[src/rtl/button_pkg.sv]
// Shared button indices and status-word layout for the button conditioner
// and the memory-map decode that reads its status word.
package button_pkg;

    localparam int NUM_BUTTONS = 3;

    localparam int BTN_LEFT  = 0;
    localparam int BTN_RIGHT = 1;
    localparam int BTN_START = 2;

    localparam int STAT_EVT_LSB = 0;
    localparam int STAT_LVL_LSB = 3;

    typedef logic [NUM_BUTTONS-1:0] btn_vec_t;

endpackage

[src/rtl/debounce_channel.sv]
// One button channel: 2-flop synchroniser, debounce counter and press edge.
// Optional auto-repeat when BUTTON_AUTO_REPEAT_EN is defined.
module debounce_channel #(
    parameter int DEBOUNCE_CYCLES = 500000,
    parameter int CNT_BITS        = 19
`ifdef BUTTON_AUTO_REPEAT_EN
    ,
    parameter int REPEAT_DELAY    = 25000000,
    parameter int REPEAT_CYCLES   = 5000000
`endif
) (
    input  logic clk,
    input  logic reset,
    input  logic pressed_i,
    output logic level_o,
    output logic pulse_o
);

    localparam logic [CNT_BITS-1:0] CNT_LAST = CNT_BITS'(DEBOUNCE_CYCLES - 1);

    logic                sync1_q, sync1_d;
    logic                sync2_q, sync2_d;
    logic                stable_q, stable_d;
    logic                prev_q, prev_d;
    logic                pulse_q, pulse_d;
    logic [CNT_BITS-1:0] cnt_q, cnt_d;
    logic                rep_fire;

`ifdef BUTTON_AUTO_REPEAT_EN
    localparam int REP_MAX  = (REPEAT_DELAY > REPEAT_CYCLES) ? REPEAT_DELAY : REPEAT_CYCLES;
    localparam int REP_BITS = $clog2(REP_MAX + 1);

    logic [REP_BITS-1:0] rep_cnt_q, rep_cnt_d;
    logic                rep_arm_q, rep_arm_d;

    // rep_arm_q marks that the first (long) delay has already elapsed
    always_comb begin
        rep_fire  = 1'b0;
        rep_cnt_d = '0;
        rep_arm_d = 1'b0;
        if (stable_q) begin
            rep_cnt_d = rep_cnt_q + 1'b1;
            rep_arm_d = rep_arm_q;
            if ((!rep_arm_q && rep_cnt_q == REP_BITS'(REPEAT_DELAY)) ||
                ( rep_arm_q && rep_cnt_q == REP_BITS'(REPEAT_CYCLES))) begin
                rep_fire  = 1'b1;
                rep_cnt_d = REP_BITS'(1);
                rep_arm_d = 1'b1;
            end
        end
    end

    always_ff @(posedge clk or posedge reset) begin
        if (reset) begin
            rep_cnt_q <= '0;
            rep_arm_q <= 1'b0;
        end else begin
            rep_cnt_q <= rep_cnt_d;
            rep_arm_q <= rep_arm_d;
        end
    end
`else
    assign rep_fire = 1'b0;
`endif

    always_comb begin
        sync1_d  = pressed_i;
        sync2_d  = sync1_q;
        stable_d = stable_q;
        cnt_d    = '0;
        prev_d   = stable_q;
        pulse_d  = (stable_q & ~prev_q) | rep_fire;
        if (sync2_q != stable_q) begin
            if (cnt_q == CNT_LAST) begin
                stable_d = sync2_q;
            end else begin
                cnt_d = cnt_q + 1'b1;
            end
        end
    end

    always_ff @(posedge clk or posedge reset) begin
        if (reset) begin
            sync1_q  <= 1'b0;
            sync2_q  <= 1'b0;
            stable_q <= 1'b0;
            prev_q   <= 1'b0;
            pulse_q  <= 1'b0;
            cnt_q    <= '0;
        end else begin
            sync1_q  <= sync1_d;
            sync2_q  <= sync2_d;
            stable_q <= stable_d;
            prev_q   <= prev_d;
            pulse_q  <= pulse_d;
            cnt_q    <= cnt_d;
        end
    end

    assign level_o = stable_q;
    assign pulse_o = pulse_q;

endmodule

[src/rtl/button_conditioner.sv]
// Conditions left/right/start buttons into levels, press pulses and a
// CPU-cleared sticky status word. Auto-repeat: define BUTTON_AUTO_REPEAT_EN.
module button_conditioner
    import button_pkg::*;
#(
    parameter int WIDTH           = 16,
    parameter int DEBOUNCE_CYCLES = 500000,
    parameter int CNT_BITS        = 19,
    parameter bit ACTIVE_LOW      = 1'b1,
    parameter int REPEAT_DELAY    = 25000000,
    parameter int REPEAT_CYCLES   = 5000000
) (
    input  logic             clk,
    input  logic             reset,
    input  logic             left_raw,
    input  logic             right_raw,
    input  logic             start_raw,
    input  logic             clear_events,
    output logic             left,
    output logic             right,
    output logic             start,
    output logic [2:0]       press_pulse,
    output logic [WIDTH-1:0] status
);

    if (WIDTH < STAT_LVL_LSB + NUM_BUTTONS) begin : g_bad_width
        $error("button_conditioner: WIDTH too small");
    end
    if (DEBOUNCE_CYCLES < 2 || (64'(1) << CNT_BITS) <= 64'(DEBOUNCE_CYCLES)) begin : g_bad_deb
        $error("button_conditioner: bad DEBOUNCE_CYCLES/CNT_BITS");
    end
    if (REPEAT_DELAY < 1 || REPEAT_CYCLES < 1) begin : g_bad_rep
        $error("button_conditioner: bad repeat timing");
    end

    btn_vec_t         raw_vec;
    btn_vec_t         pressed;
    btn_vec_t         level;
    btn_vec_t         pulse;
    logic [WIDTH-1:0] status_q, status_d;

    always_comb begin
        raw_vec            = '0;
        raw_vec[BTN_LEFT]  = left_raw;
        raw_vec[BTN_RIGHT] = right_raw;
        raw_vec[BTN_START] = start_raw;
    end

    assign pressed = ACTIVE_LOW ? ~raw_vec : raw_vec;

    for (genvar i = 0; i < NUM_BUTTONS; i++) begin : g_ch
        debounce_channel #(
            .DEBOUNCE_CYCLES(DEBOUNCE_CYCLES),
            .CNT_BITS       (CNT_BITS)
`ifdef BUTTON_AUTO_REPEAT_EN
            ,
            .REPEAT_DELAY   (REPEAT_DELAY),
            .REPEAT_CYCLES  (REPEAT_CYCLES)
`endif
        ) u_ch (
            .clk      (clk),
            .reset    (reset),
            .pressed_i(pressed[i]),
            .level_o  (level[i]),
            .pulse_o  (pulse[i])
        );
    end

    // a press arriving with the clear still lands, so no event is lost
    always_comb begin
        status_d = '0;
        status_d[STAT_EVT_LSB +: NUM_BUTTONS] =
            (status_q[STAT_EVT_LSB +: NUM_BUTTONS] & ~{NUM_BUTTONS{clear_events}}) | pulse;
        status_d[STAT_LVL_LSB +: NUM_BUTTONS] = level;
    end

    always_ff @(posedge clk or posedge reset) begin
        if (reset) begin
            status_q <= '0;
        end else begin
            status_q <= status_d;
        end
    end

    assign left        = level[BTN_LEFT];
    assign right       = level[BTN_RIGHT];
    assign start       = level[BTN_START];
    assign press_pulse = pulse;
    assign status      = status_q;

endmodule
[config.mk]
export PLATFORM = sky130hd
export DESIGN_NAME = button_conditioner
export DESIGN_NICKNAME = d
export VERILOG_FILES = /design/src/rtl/button_pkg.sv /design/src/rtl/debounce_channel.sv /design/src/rtl/button_conditioner.sv
export SDC_FILE = /design/constraint.sdc
export NUM_CORES = 1
export LEC_CHECK = 0
export CAP_MARGIN = 20
export CORE_MARGIN = 2
export CORE_UTILIZATION = 30
export CTS_BUF_LIST = sky130_fd_sc_hd__clkbuf_2 sky130_fd_sc_hd__clkbuf_4 sky130_fd_sc_hd__clkbuf_8
export CTS_CLUSTER_SIZE = 12
export DETAILED_ROUTE_END_ITERATION = 6
export HOLD_SLACK_MARGIN = 0.05
export REMOVE_ABC_BUFFERS = 1
export SYNTH_ARGS = -nofsm -noshare
export SYNTH_HDL_FRONTEND = slang
export SYNTH_SLANG_ARGS = --single-unit
export TNS_END_PERCENT = 5
[constraint.sdc]
create_clock -name clk -period 4.8 [get_ports clk]
set_input_delay 0.48 -clock clk [delete_from_list [all_inputs] [get_ports clk]]
set_output_delay 0.48 -clock clk [all_outputs]
set_load 0.02 [all_outputs]
==> results.py <==
metrics = {
    "cts": {
        "hold_buffers": 0,
        "numCtsBuffers": 9,
        "clkSlewWorstSetupHoldPaths_ns": 0.08,
        "cts-root-buf": "clkbuf_8",
        "ctsHtreeMaxLevel": 3,
        "ctsLongestPathBuffers": 2,
        "cts_resized": 0,
        "clock-sinks": 75,
        "post_cts_buffers": 0,
        "clock_latency_ns": 0.35,
        "cts_tree": "built",
    },
    "setup_path": {
        "crit_arrival_ns": 2.31,
        "critPathLaunchType": "flop",
        "crit_fanout": 18,
        "endpoint_kind": "flop",
        "critical_path_class": "reg -> reg",
        "worstPathRequired_ns": 5.00,
    },
    "synthesis": {
        "synth-compound-area-share": 0.0500,
        "avgSynthCellArea_sq_um": 10.3,
        "synth-xor-area-share": 0.110,
        "synth-simple-area-share": 0.236,
        "synthMuxAreaShare": 0.00944,
        "synth_area_sq_um": 3580,
        "synth_cell_types": 41,
        "ys_warn_count": 0,
        "synth_cells": 346,
        "ys_ff_latch": 75,
        "yosysSeqAreaShare": 0.525,
        "synthAdderAreaFrac": 0.0105,
        "synth_top_family_by_area": "simple AND/OR/NAND/NOR gates",
    },
    "power_and_ir_drop": {
        "finalPower_w": 0.00123,
        "power_leakage_nw": 1.69,
        "seqPwrFrac": 0.525,
        "clkPwrFrac": 0.437,
        "pwr-share-comb": 0.038,
        "p_switching_w": 0.000281,
        "p_per_area_nw_per_um2": 306,
        "p_sw_frac": 0.228,
        "ir_drop_v": 0.000103,
        "power.internal_w": 0.000952,
    },
    "layout": {
        "final_nets": 371,
        "syn2layout_area_growth_pct": 12.8,
        "antennaDiodeCount": 0,
        "most-common-layout-cells": "dfrtp_1, nor2_1, xnor2_1",
        "drive_gt1_frac": 0.0845,
        "final_common_cell": "dfrtp_1",
    },
    "sta": {
        "final.min_clock_period_ns": 2.12,
        "setup_tns_ns": 0,
        "worst_clock_skew_ns": 0.00797,
        "timing.final.crit_share": 0.441,
        "finalHoldViolations": 0,
        "slew_violations": 0,
        "max_freq_mhz": 472,
        "rsz0062_at_grt": "no",
        "max_slew.worst_pin.slew_ns": 0.937,
        "setup_viol": 0,
        "relSlewSlack": 0.373,
    },
    "global_route": {
        "track_usage": 0.110,
        "grt_max_degree": 45,
        "grt_pass1_wl_mm": 11.4,
        "grt_pass1_vias": 2476,
        "grt_overflow": 0,
        "antenna_found_initial": 0,
    },
    "routing": {
        "vias_per_cell": 4.90,
        "wire_per_inst_um": 12.6,
        "drtAntennaViolNets": 0,
        "wirelength_mm": 6.41,
        "drt_iter0_markers": 102,
        "first_pass_iters": 6,
        "drcViolationCount": 5,
        "vias": 2497,
    },
    "floorplan": {
        "rows": 39,
        "coreArea_sq_um": 11500,
        "die_area_sq_um": 12800,
        "io_pins": 28,
        "die_w_um": 113,
        "die_h_um": 113,
        "initial_core_util": 0.311,
    },
    "placement": {
        "gpl.final_weighted_congestion": 0.780,
        "dp_hpwl_mm": 4.41,
        "port_buffers": 17,
    },
    "outcome": {
        "status": "finished with violations",
        "violations": "DRC",
    },
    "flow_run": {
        "drv_cap": 0,
    },
    "min_path": {
        "min_path_type": "reg -> reg",
    },
}
[through the flow]
stage                     hold slack [ns]   util  area [sq um]  cells  worst slack, ns
after floorplan                     0.331      -          3450    332             2.41
after global placement              0.335  0.331          3810    494             2.70
after detailed placement            0.343  0.331          3810    494             2.65
after CTS                           0.360  0.350          4030    510             2.63
after global routing                0.372  0.350          4030    510             2.49
final                               0.356  0.350          4030    510             2.68
[routing by layer]
| layer | global-route usage | wire, um | up-vias |
|---|---|---|---|
| li1 | - | - | 1208 |
| met1 | 0.139 | 3000 | 1228 |
| met2 | 0.174 | 3000 | 50 |
| met3 | 0.0343 | 275 | 11 |
| met4 | 0.0488 | 136 | 0 |
| met5 | 0 | 0 | - |
[flip-flops by register name (all words and copies together) (netlist names)]
name	flops
status	6
g_ch.u_ch.pulse_o	3
g_ch.u_ch.sync1_q	3
g_ch.u_ch.sync2_q	3
g_ch.u_ch.level_o	3
g_ch.u_ch.cnt_q	57
[path summary, 6_finish.rpt]
check | depth (start not counted) | startpoint | end | slack (ns)
max | 4 | g_ch[0].u_ch.cnt_q[0] | g_ch[0].u_ch.cnt_q[2] | 2.68
min | 0 | g_ch[1].u_ch.sync1_q | g_ch[1].u_ch.sync2_q | 0.36
max reg2reg | 4 | g_ch[0].u_ch.cnt_q[0] | g_ch[0].u_ch.cnt_q[2] | 2.68
min reg2reg | 0 | g_ch[1].u_ch.sync1_q | g_ch[1].u_ch.sync2_q | 0.36
max in group asynchronous | 3 | reset | g_ch[0].u_ch.cnt_q[10] | 3.28
min in group asynchronous | 2 | reset | g_ch[1].u_ch.sync1_q | 0.53
[cells in the mapped netlist]
cell	instances	area (sq um)
buf_4	16	120
nand3_1	20	100
mux2_2	3	33.8
or4b_1	1	10.0
clkbuf_1	1	3.75
nor4b_1	2	17.5
o21ai_0	4	20.0
dfrtp_1	75	1880
o21ai_4	1	16.3
a21o_1	3	22.5
o21bai_1	1	7.51
nand4_2	2	25.0
o31ai_1	3	22.5
nor4bb_1	2	20.0
and2_1	3	18.8
a21oi_1	9	45.0
buf_2	4	20.0
or3_1	5	31.3
nand3b_1	1	7.51
conb_1	1	3.75
o41ai_1	1	8.76
or4_1	3	22.5
a31o_2	1	8.76
or2_2	2	12.5
clkbuf_2	1	5.00
and4_1	4	35.0
nor2_1	54	203
or3_4	1	11.3
buf_6	1	11.3
nor4_1	12	75.1
nor2b_1	3	18.8
nand4_1	17	106
or4b_2	1	10.0
xnor2_1	28	245
nor3_1	7	35.0
and3_1	5	31.3
o41ai_4	1	27.5
inv_1	13	48.8
ha_1	3	37.5
nand2_1	14	52.6
xor2_1	17	149
[final cells by class]
type,instances,area [sq um]
Sequential cell,75,1880
Tap cell,143,179
Inverter,13,48.8
Multi-Input combinational cell,244,1530
Timing Repair Buffer,19,185
Clock inverter,6,87.6
Clock buffer,10,131
Fill cell,1182,7480
[kinds of logic after synthesis]
logic type,Yosys count
AND/OR/NAND/NOR,159
flip-flops,75
XOR/XNOR,45
buffers and inverters,36
AO/OA/AOI/OAI,24
adder cells (fa/ha/maj),3
multiplexers,3
other,1
[critical path, stage by stage (launching register included)]
cell and delay, ns:
dfrtp_1 0.40, ha_1 0.24, nand4_2 0.29, o41ai_4 0.91, nor2_1 0.13
[power groups by stage]
stage,registers [W],clock network (W),logic (W)
after floorplan,0.000658,0,0.0000344
after global placement,0.000659,0,0.0000480
after detailed placement,0.000660,0,0.0000489
after CTS,0.000647,0.000559,0.0000489
after global routing,0.000649,0.000585,0.0000550
final,0.000647,0.000539,0.0000472
(Power assumes the default switching activity.)
